===== config.mk =====
export PLATFORM = sky130hd
export DESIGN_NAME = in_service_ctrl
export DESIGN_NICKNAME = d
export VERILOG_FILES = /design/src/rtl/in_service_ctrl.sv
export SDC_FILE = /design/constraint.sdc
export NUM_CORES = 1
export LEC_CHECK = 0
export BUFFER_PORTS_ARGS = -buffer_cell sky130_fd_sc_hd__buf_2
export CORE_ASPECT_RATIO = 1.4
export CORE_MARGIN = 3
export CORE_UTILIZATION = 30
export DETAILED_ROUTE_END_ITERATION = 12
export GPL_TIMING_DRIVEN = 0
export SLEW_MARGIN = 20
export SYNTH_ARGS = -nofsm -noshare
export SYNTH_HDL_FRONTEND = slang
export SYNTH_SLANG_ARGS = --single-unit

===== constraint.sdc =====
create_clock -name clock -period 11.9 [get_ports clock]
set_input_delay 0.595 -clock clock [delete_from_list [all_inputs] [get_ports clock]]
set_output_delay 0.595 -clock clock [all_outputs]
set_load 0.02 [all_outputs]

===== src/rtl/in_service_ctrl.sv =====
// In-service tracking for the interrupt controller: ISR, rotating priority
// pointer, two-pulse acknowledge sequence and all EOI flavours.
module in_service_ctrl #(
  parameter  int NUM_IRQ = 8,
  localparam int LW      = $clog2(NUM_IRQ)
) (
  input  logic               clock,
  input  logic               reset,
  input  logic               ack_first,
  input  logic               ack_second,
  input  logic [NUM_IRQ-1:0] grant,
  input  logic               eoi_valid,
  input  logic               eoi_specific,
  input  logic               eoi_rotate,
  input  logic [LW-1:0]      eoi_level,
  input  logic               set_priority_valid,
  input  logic [LW-1:0]      set_priority_level,
  input  logic               auto_eoi,
  input  logic               auto_rotate,
  input  logic               special_mask_mode,
  input  logic [NUM_IRQ-1:0] interrupt_mask,
  output logic [NUM_IRQ-1:0] in_service_register,
  output logic [NUM_IRQ-1:0] highest_level_in_service,
  output logic [LW-1:0]      priority_rotate,
  output logic               ack_pending,
  output logic               ack_error
);

  localparam logic [NUM_IRQ-1:0] ONE = {{(NUM_IRQ-1){1'b0}}, 1'b1};

  typedef enum logic [0:0] {
    S_IDLE  = 1'b0,
    S_WAIT2 = 1'b1
  } state_t;

  // First set bit of v scanning from lowest+1 downwards in priority, wrapping.
  // Passing lowest = all-ones yields the lowest-index set bit.
  function automatic logic [LW-1:0] first_index(input logic [NUM_IRQ-1:0] v,
                                                input logic [LW-1:0] lowest);
    logic [LW-1:0] idx;
    logic          found;
    first_index = '0;
    found       = 1'b0;
    for (int i = 1; i <= NUM_IRQ; i++) begin
      idx = lowest + LW'(i);
      if (!found && v[idx]) begin
        found       = 1'b1;
        first_index = idx;
      end else begin
        found = found;
      end
    end
  endfunction

  state_t             state_q, state_d;
  logic [NUM_IRQ-1:0] isr_q, isr_d;
  logic [NUM_IRQ-1:0] hlis_q, hlis_d;
  logic [LW-1:0]      prio_q, prio_d;
  logic [LW-1:0]      ack_level_q, ack_level_d;
  logic               spurious_q, spurious_d;
  logic               pending_q, pending_d;
  logic               err_q, err_d;

  logic [NUM_IRQ-1:0] latch_set_s, aeoi_clear_s, eoi_clear_s;
  logic [NUM_IRQ-1:0] elig_s, elig_next_s;
  logic [LW-1:0]      grant_level_s, ns_level_s, eoi_rot_level_s;
  logic               aeoi_rot_s, eoi_rot_s;

  // Acknowledge sequence FSM: latching on the first pulse, AEOI on the second.
  always_comb begin
    state_d       = state_q;
    ack_level_d   = ack_level_q;
    spurious_d    = spurious_q;
    err_d         = 1'b0;
    latch_set_s   = '0;
    aeoi_clear_s  = '0;
    aeoi_rot_s    = 1'b0;
    grant_level_s = first_index(grant, {LW{1'b1}});
    case (state_q)
      S_IDLE: begin
        if (ack_first) begin
          state_d     = S_WAIT2;
          ack_level_d = grant_level_s;
          spurious_d  = ~|grant;
          latch_set_s = (|grant) ? (ONE << grant_level_s) : '0;
        end else begin
          state_d = S_IDLE;
        end
        err_d = ack_second;
      end
      S_WAIT2: begin
        if (ack_second) begin
          state_d = S_IDLE;
          if (auto_eoi && !spurious_q) begin
            aeoi_clear_s = ONE << ack_level_q;
            aeoi_rot_s   = auto_rotate;
          end else begin
            aeoi_rot_s = 1'b0;
          end
        end else begin
          state_d = S_WAIT2;
        end
        err_d = ack_first;
      end
      default: begin
        state_d = S_IDLE;
      end
    endcase
  end

  // EOI decode, pointer precedence and next-state ISR / highest-level outputs.
  always_comb begin
    elig_s          = isr_q & ~(interrupt_mask & {NUM_IRQ{special_mask_mode}});
    ns_level_s      = first_index(elig_s, prio_q);
    eoi_clear_s     = '0;
    eoi_rot_s       = 1'b0;
    eoi_rot_level_s = ns_level_s;
    if (eoi_valid) begin
      if (eoi_specific) begin
        eoi_clear_s     = ONE << eoi_level;
        eoi_rot_s       = eoi_rotate;
        eoi_rot_level_s = eoi_level;
      end else if (|elig_s) begin
        eoi_clear_s = ONE << ns_level_s;
        eoi_rot_s   = eoi_rotate;
      end else begin
        eoi_rot_s = 1'b0;
      end
    end else begin
      eoi_rot_s = 1'b0;
    end

    if (set_priority_valid) begin
      prio_d = set_priority_level;
    end else if (eoi_rot_s) begin
      prio_d = eoi_rot_level_s;
    end else if (aeoi_rot_s) begin
      prio_d = ack_level_q;
    end else begin
      prio_d = prio_q;
    end

    // Set is OR-ed last so a same-cycle latch beats any clear of that bit.
    isr_d       = (isr_q & ~eoi_clear_s & ~aeoi_clear_s) | latch_set_s;
    elig_next_s = isr_d & ~(interrupt_mask & {NUM_IRQ{special_mask_mode}});
    if (|elig_next_s) begin
      hlis_d = ONE << first_index(elig_next_s, prio_d);
    end else begin
      hlis_d = '0;
    end
    pending_d = (state_d == S_WAIT2);
  end

  // State and output registers.
  always_ff @(posedge clock or posedge reset) begin
    if (reset) begin
      state_q     <= S_IDLE;
      isr_q       <= '0;
      hlis_q      <= '0;
      prio_q      <= {LW{1'b1}};
      ack_level_q <= '0;
      spurious_q  <= 1'b0;
      pending_q   <= 1'b0;
      err_q       <= 1'b0;
    end else begin
      state_q     <= state_d;
      isr_q       <= isr_d;
      hlis_q      <= hlis_d;
      prio_q      <= prio_d;
      ack_level_q <= ack_level_d;
      spurious_q  <= spurious_d;
      pending_q   <= pending_d;
      err_q       <= err_d;
    end
  end

  assign in_service_register      = isr_q;
  assign highest_level_in_service = hlis_q;
  assign priority_rotate          = prio_q;
  assign ack_pending              = pending_q;
  assign ack_error                = err_q;

endmodule


After elaboration in Yosys (flattened, before gate mapping) --
Index checks and enable logic that the tools add are counted.
Cells by class: $add $sub $neg 14, $mul 0, divide/modulo/power cells 0, order comparisons 16, equal/unequal tests 0, shift-type cells 5, muxes and demuxes 109, bitwise operators 10, reductions and logical operators 49
Operators with widths (count):
- 8-bit 2-to-1 mux | 10
- 3-bit 2-to-1 mux | 26
- 3-bit by 4-bit < comparator with 1-bit output, second input constant | 16
- 1-bit 2-to-1 mux | 53
- 1-bit binary-select mux with 3-bit select | 16
- 8-bit bitwise AND | 5
- 1-bit by 3-bit << shifter with 8-bit output, first input constant | 5
- 3-bit adder, second input constant | 8
- 8-bit NOT | 3
- 8-bit OR reduction | 3
- 1-bit logical NOT | 23
- 1-bit logical AND | 22
- 3-bit by 2-bit adder with 3-bit output, second input constant | 4
- 8-bit OR | 1
- 3-bit by 1-bit adder with 3-bit output, second input constant | 2
- 2-bit 2-to-1 mux | 2
- 1-bit one-hot mux with 2 select lines | 2
- 2-bit AND reduction | 1
- 1-bit NOT | 1
Word-level totals: flip-flop bits (word level) 25, bits in latches 0, memory bits (writable) 0, bits in read-only memories 0, output and inout port bits 21, word-level logic and storage cells 210, memories kept 0

Longest topological paths before layout --
Gate-level depths: netlist of run 1.
word-level depth 70, gate-level depth with buffers 23, gate-level depth less buffers 20

Least setup slack after synthesis of run 1 --
Ideal clock, no wire load.
path kind register to register, from register prio_q[0], in the netlist priority_rotate[0], to register hlis_q[1], in the netlist highest_level_in_service[1], setup time 0.120 ns, data arrival time 5.893 ns, setup slack 5.887 ns, stages on the path, launching flop included 22, period minus slack after synthesis 6.013 ns, path through dfstp_2 -> buf_6 -> buf_8 -> inv_1 -> ha_1 -> xnor2_1 -> mux4_2 -> or3_1 -> o221ai_1 -> o211ai_1 -> a2111oi_0 -> nor2b_1 -> buf_2 -> ha_1 -> inv_1 -> nor4_1 -> nor4_1 -> nor2b_1 -> a211o_1 -> or3_4 -> o31ai_4 -> and3b_1
Between the ends: word-level cells in the longest chain between the ends 68, elaborated cells between the ends (all ways) 129
RTL lines:
- start: declaration | RTL line 58 | logic [LW-1:0] prio_q, prio_d;
- start signal: assignment | RTL line 160 | prio_q <= {LW{1'b1}};
- start signal: assignment | RTL line 169 | prio_q <= prio_d;
- 3-bit by 1-bit adder with 3-bit output | RTL line 45 | idx = lowest + LW'(i);
- 1-bit binary-select mux with 3-bit select | RTL line 46 | if (!found && v[idx]) begin
- 1-bit 2-to-1 mux (implied by the code) | RTL line 46
- 1-bit 2-to-1 mux | RTL line 46
- 1-bit logical NOT | RTL line 46
- 1-bit logical AND | RTL line 46
- 1-bit 2-to-1 mux | RTL line 46
- 1-bit logical NOT | RTL line 46
- [... 53 more ...]
- 1-bit 2-to-1 mux | RTL line 146 | if (|elig_next_s) begin
- 1-bit logical NOT | RTL line 46
- 1-bit logical AND | RTL line 46
- 3-bit 2-to-1 mux | RTL line 46
- 3-bit 2-to-1 mux | RTL line 146
- 1-bit by 3-bit << shifter with 8-bit output | RTL line 147 | hlis_d = ONE << first_index(elig_next_s, prio_d);
- 8-bit 2-to-1 mux (*) | RTL line 146
- via hlis_d[1] | RTL line 57 | logic [NUM_IRQ-1:0] hlis_q, hlis_d;
- end signal: assignment | RTL line 168 | hlis_q <= hlis_d;
- end: declaration | RTL line 57
Mark *: on every way through the listed nets, which the timed path passes. The rest lies on a longest branch. The select of a mux whose other input is x is not followed. A chain may end at the register's enable or synchronous reset.

Worst setup path after layout of run 1 --
from register prio_q[0], in the netlist priority_rotate[0], to register hlis_q[0], in the netlist highest_level_in_service[0]
Same word-level chain as after synthesis.

==> key figures, run 1 <==
Clock network
  – Skew-Pair Late Insertion Delay: 0.27 ns
  – Worst-path clk slew: 0.07 ns
  – # hold bufs at CTS: 0
  – CTS Buf Count: 3
  – Clk buf depth: 2
  – Setup Buffers After CTS: 0
  – Root Driver: clkbuf_16
  – CTS tree: done
  – Sink Count: 25
  – PostCTS Resize Cnt: 0
  – CTS H-tree depth: 1

Timing
  – Fin Setup TNS: 0 ns
  – Final setup fails: 0
  – Worst-Margin Slew: 0.9729 ns
  – RSZ-0062 raised after global routing: false
  – Final WS setup: 4.522 ns
  – Worst rel slew slack: 0.3455
  – Achievable frequency: 135.5 MHz
  – Tmin final: 7.378 ns
  – Layout Skew: 0.005565 ns
  – Final-report hold violation count: 0
  – Pins Over Slew Limit: 0
  – Final worst path period share: 0.6200

Routing
  – Pre-antenna DRT Iters: 5
  – Detailed-route DRC error count: 0
  – Vias post-DR: 3,983
  – Routed Antenna Nets: 0
  – Avg Vias per Cell: 6.026
  – Routed wire length: 12,480 microns
  – Drt first-iter violations: 222
  – Wire per inst: 18.88 microns

Synth
  – Synth unique cells: 82
  – Mean Syn Cell Area: 8.163 sq um
  – Most frequent cell after synthesis: o21ai_0
  – Main flop type after synthesis: dfrtp_1
  – Synth top area share: 0.1466
  – Synth top area cells: dfrtp_1 (15%), mux2i_1 (7.2%), mux4_2 (6.6%)
  – Post-synth EDFFs: 0
  – Synth warn: 0
  – Register area share after synthesis: 0.1676
  – Top cells by count, synth: o21ai_0 (38), a21oi_1 (37), nand2_1 (37), nor2_1 (34), mux2i_1 (27)
  – Mapped Cells: 460
  – Cell taking the most area after synthesis: dfrtp_1
  – Net Count, Synth: 497
  – Cell Area, Synth: 3755 sq um
  – Fraction of registers with async set/reset: 1.000
  – Flops & latches, synth: 25

Power
  – Power, Total: 1.166 mW
  – P per Cell Area: 273.2 nW/um^2
  – Peak supply drop: 0.1580 mV
  – Leak: 1.752 nW

Worst setup path
  – Crit Path Class: flip-flop to flip-flop
  – Worst-path cell with the longest stage delay: nor4_1
  – Crit path max-delay family: simple AND/OR/NAND/NOR gates
  – Critical Path Fanout Max: 10
  – Worst-path cell chain: buf_6, buf_8, inv_1, ha_1, xnor2_1, mux4_2, or3_1, o221ai_1, o211ai_1, a2111oi_0, nor2b_1, buf_2, ha_1, inv_1, nor4_1, nor4_1, nor2b_1, a211o_1, a211oi_1, o31ai_1, a32o_2, nor4b_1
  – CP Data Required Time: 12.06 ns
  – Worst path max stage delay: 0.84 ns
  – Buffers & Inverters on Critical Path: 5
  – Worst setup EP type: flip-flop
  – Crit start category: flip-flop
  – CP arrival: 7.54 ns

Cells and area
  – Share of cells above drive strength 1: 0.2393
  – Finished Layout Cells: 661
  – FF+latch area: 629.4 sq um
  – Area of the multi-input gates: 2940 sq um
  – Filler cell count: 1,262
  – Layout area overhead: 13.66%
  – Fin nets: 552
  – Antenna diodes: 0

Outcome
  – Status: finished, final reports clean

Placed design
  – Pre-CTS setup slack: 4.622 ns
  – GPL Wtd Cong: 0.8865
  – Detailed Place HPWL: 9987 microns
  – Placed Cells incl. Taps: 657
  – Input/output buffers: 50

GRT
  – Vias in the first global route: 3,986
  – Largest net degree at the start of global routing: 26
  – Grt ovf: 0
  – Initial antenna violation count: 0
  – GRT Util Overall: 0.1748
  – First-pass GRT wire length: 19,840 microns

Floorplanning
  – Die width: 100.6 microns
  – Die ar.: 13,910 sq um
  – I/O pins: 54
  – Initial Util: 0.3115
  – CORE AREA: 12,060 sq um
  – Row Count: 47
  – Die Ht: 138.4 microns

Hold path
  – Min-Delay Path Class: input port to async pin

Run
  – Max Cap Violations: 0
[flip-flops by register name, summed over array words and instances, names as in the netlist]
register / count
in_service_register: 8
spurious_q: 1
ack_level_q: 3
highest_level_in_service: 8
ack_pending: 1
priority_rotate: 3
ack_error: 1
[cells in the final DEF, fill, tap and decap left out, types with 8 or more instances in the layout]
master,instances
mux4_2,11
mux2i_1,27
o21ai_0,38
inv_1,18
dfrtp_1,22
nand2b_1,9
a21o_1,10
a21oi_1,37
nor4_1,8
nand3_1,10
buf_2,55
nor2b_1,11
nand2_1,37
mux2_2,17
a211oi_1,8
nor2_1,34
[kinds of logic (layout without fill, tap and decap cells)]
family,after synthesis,in the layout,synth area share
multiplexers,57,57,0.1956
XOR/XNOR,6,6,0.01400
buffers and inverters,39,93,0.04932
adder cells (fa/ha/maj),4,4,0.01333
AND/OR/NAND/NOR,161,161,0.2379
flip-flops,25,25,0.1676
AO/OA/AOI/OAI,168,168,0.3222
[where the power goes]
group | internal (mW) | switching (mW) | total (mW)
combinational | 0.391 | 0.565 | 0.956
sequential | 0.108 | 0.0235 | 0.132
clock | 0.0460 | 0.0319 | 0.0779
total | 0.545 | 0.621 | 1.17
[area by class of cell]
type,count,area share
clock buffer,4,0.01847
multi-input combinational,396,0.6889
sequential,25,0.1475
tap,147,0.04310
timing repair buffer,50,0.05863
buffer,17,0.02345
inverter,22,0.01994
[per-stage QoR]
stage          hold slack, ns  utilization  instance area (sq um)
3_5_place_dp           0.4978       0.3475                   4189
5_1_grt                0.4753       0.3540                   4268
4_1_cts                0.5128       0.3540                   4268
3_3_place_gp           0.4944       0.3475                   4189
2_1_floorplan          0.4505            -                   3755
6_report               0.4145       0.3540                   4268
[path summary, 6_finish.rpt]
check	slack (ns)	cells past startpoint	from	endpoint
worst max-delay path	4.52	22	priority_rotate[0]$_DFF_PP1_	highest_level_in_service[0]$_DFF_PP0_
worst min-delay path	0.41	2	reset	spurious_q$_DFFE_PP0P_
worst max register to register	4.52	22	priority_rotate[0]$_DFF_PP1_	highest_level_in_service[0]$_DFF_PP0_
worst min register to register	0.51	2	spurious_q$_DFFE_PP0P_	spurious_q$_DFFE_PP0P_
max in group asynchronous	11.04	2	reset	in_service_register[3]$_DFF_PP0_
min in group clock	0.51	2	spurious_q$_DFFE_PP0P_	spurious_q$_DFFE_PP0P_
[layer usage]
layer / global-route usage / vias to the layer above / routed length, microns
li1: - / 1892 / -
met1: 0.1993 / 1894 / 4832
met2: 0.3235 / 167 / 6576
met3: 0.01613 / 30 / 642
met4: 0.07381 / 0 / 430
met5: 0 / - / 0
Power figures use the tool's default switching activity.
==> run 2: changes to the inputs <==
==> constraint.sdc (replaced) <==
create_clock -name clock -period 7.7 [get_ports clock]
set_input_delay 0.385 -clock clock [delete_from_list [all_inputs] [get_ports clock]]
set_output_delay 0.385 -clock clock [all_outputs]
set_load 0.02 [all_outputs]
==> key figures, run 2 (synthesis gave the netlist of run 1 again) <==
Floorplanning
  – I/O pins: 54 (unchanged)
  – Die width: 100.6 microns (unchanged)
  – Die Ht: 138.4 microns (unchanged)
  – Initial Util: 0.3115 (unchanged)
  – Row Count: 47 (unchanged)
  – Die ar.: 13,910 sq um (unchanged)
  – CORE AREA: 12,060 sq um (unchanged)

Timing
  – RSZ-0062 raised after global routing: false
  – Final worst path period share: 0.9246 (+0.3046)
  – Achievable frequency: 140.5 MHz (+3.6%)
  – Pins Over Slew Limit: 0 (unchanged)
  – Final hold slack: 0.2046 ns (-0.2099 ns)
  – Worst rel slew slack: 0.2796 (-0.06585)
  – Layout Skew: 0.006274 ns (+0.0007088 ns)
  – Tmin final: 7.119 ns (-0.2590 ns)
  – Final-report hold violation count: 0 (unchanged)
  – Fin Setup TNS: 0 ns (unchanged)
  – Final setup fails: 0 (unchanged)
  – Worst-Margin Slew: 1.053 ns (+0.08051 ns)

Clock network
  – CTS tree: done
  – Skew-Pair Late Insertion Delay: 0.27 ns (about the same)
  – CTS Buf Count: 3 (unchanged)
  – Worst-path clk slew: 0.07 ns (about the same)
  – Sink Count: 25 (unchanged)
  – Root Driver: clkbuf_16
  – Clk buf depth: 2 (unchanged)
  – Setup Buffers After CTS: 0 (unchanged)
  – CTS H-tree depth: 1 (unchanged)

Worst setup path
  – Crit start category: flip-flop
  – Internal reg-to-reg setup slack: 0.58 ns (-3.94 ns)
  – Crit Path Class: flip-flop to flip-flop
  – CP Data Required Time: 7.85 ns (-4.21 ns)
  – Worst r2r src: priority_rotate[0]$_DFF_PP1_
  – CP arrival: 7.27 ns (-0.27 ns)
  – Worst setup EP type: flip-flop
  – Critical path endpoint: highest_level_in_service[1]$_DFF_PP0_
  – RR Endpoint: highest_level_in_service[1]$_DFF_PP0_
  – CP startpoint: priority_rotate[0]$_DFF_PP1_
  – R2R depth: 21 (-4.5%)
  – Critical Path Fanout Max: 10 (unchanged)

Power
  – P per Cell Area: 422.2 nW/um^2 (+55%)
  – Leak: 1.753 nW (about the same)
  – Power, Total: 1.805 mW (+55%)
  – Peak supply drop: 0.2451 mV (+55%)

Routing
  – Detailed-route DRC error count: 0 (unchanged)
  – Vias post-DR: 3,968 (-0.38%)
  – Avg Vias per Cell: 6.003 (-0.38%)
  – Pre-antenna DRT Iters: 5 (unchanged)
  – Routed Antenna Nets: 0 (unchanged)
  – Drt first-iter violations: 226 (+1.8%)
  – Routed wire length: 12,420 microns (-0.49%)
  – Wire per inst: 18.79 microns (-0.49%)

Placed design
  – Input/output buffers: 50 (unchanged)
  – Post-DP Area: 4189 sq um (unchanged)
  – Detailed Place HPWL: 9987 microns (unchanged)
  – GPL Wtd Cong: 0.8865 (unchanged)

Cells and area
  – Share of cells above drive strength 1: 0.2412 (+0.001946)
  – Fin nets: 552 (unchanged)
  – Antenna diodes: 0 (unchanged)
  – Util after Layout: 0.3545 (+0.0005190)
  – Filler cell count: 1,261 (-0.079%)
  – Leading cell type in the layout, fill and taps excluded: buf_2
  – Post-Layout Inst Area: 4274 sq um (+0.15%)
  – Most frequent cells in the layout: buf_2 (55), o21ai_0 (38), a21oi_1 (37), nand2_1 (37), nor2_1 (34)
  – Layout area overhead: 13.83%

GRT
  – Vias in the first global route: 3,986 (unchanged)
  – Grt ovf: 0 (unchanged)
  – First-pass GRT wire length: 19,840 microns (unchanged)
  – GRT Util Overall: 0.1748 (unchanged)
  – Initial antenna violation count: 0 (unchanged)
  – Largest net degree at the start of global routing: 26 (unchanged)

Outcome
  – Status: finished, final reports clean

Hold path
  – Min-Delay Path Class: input port to async pin

Run
  – Max Cap Violations: 0 (unchanged)
-- run 2: area by class of cell --
cell class / count / area (sq um) / area share
buffer: 17 / 100.1 / 0.02342
clock buffer: 4 / 78.83 / 0.01844
inverter: 22 / 85.08 / 0.01991
multi-input combinational: 396 / 2947 / 0.6894
sequential: 25 / 629.4 / 0.1472
tap: 147 / 183.9 / 0.04303
timing repair buffer: 50 / 250.2 / 0.05855
-- run 2: per-layer routing --
metal,vias up,share of wire,track usage
met4,0,0.034,0.07381
met5,-,0,0
met2,149,0.53,0.3235
met1,1900,0.39,0.1993
met3,26,0.049,0.01613
li1,1893,-,-
-- run 2: stage by stage --
stage | worst slack, ns | std cells
finish | 0.5806 | 661
global placement | 0.4981 | 657
CTS | 0.3681 | 661
floorplan | 1.687 | 460
detailed placement | 0.4215 | 657
global route | 0.1180 | 661
-- run 2: where the power goes --
group | leakage (nW) | switching (mW) | internal [mW]
registers | 0.318 | 0.0363 | 0.167
logic | 1.40 | 0.874 | 0.605
clock network | 0.0382 | 0.0507 | 0.0711
total | 1.75 | 0.961 | 0.844
-- run 2: worst min-delay path by stage --
stage          slack [ns]  cells past startpoint              startpoint                          endpoint
3_3_place_gp         0.49                      2  spurious_q$_DFFE_PP0P_            spurious_q$_DFFE_PP0P_
2_1_floorplan        0.41                      1                   reset               ack_error$_DFF_PP0_
5_1_grt              0.27                      2                   reset  in_service_register[0]$_DFF_PP0_
6_report             0.20                      2                   reset            spurious_q$_DFFE_PP0P_
4_1_cts              0.35                      2                grant[0]  in_service_register[0]$_DFF_PP0_
3_5_place_dp         0.50                      2  spurious_q$_DFFE_PP0P_            spurious_q$_DFFE_PP0P_
-- run 2: critical path: stages, from the launching register on --
cell and delay [ns]:
dfstp_2 0.62, buf_6 0.18, buf_8 0.16, inv_1 0.08, ha_1 0.24, xnor2_1 0.56
mux4_2 0.63, or3_1 0.41, o221ai_1 0.21, o211ai_1 0.35, a2111oi_0 0.48, nor2b_1 0.11
buf_2 0.20, ha_1 0.43, inv_1 0.19, nor4_1 0.36, nor4_2 0.15, nor2b_1 0.17
a211o_1 0.35, or3_4 0.41, o31ai_4 0.43, and3b_1 0.24
-- run 2: what timing repair did --
item / in CTS / in global routing
hold buffers: 0 / 0
endpoints found under the setup margin: 0 / 2
gates resized for setup: 0 / 1
hold endpoints to repair: 0 / 0
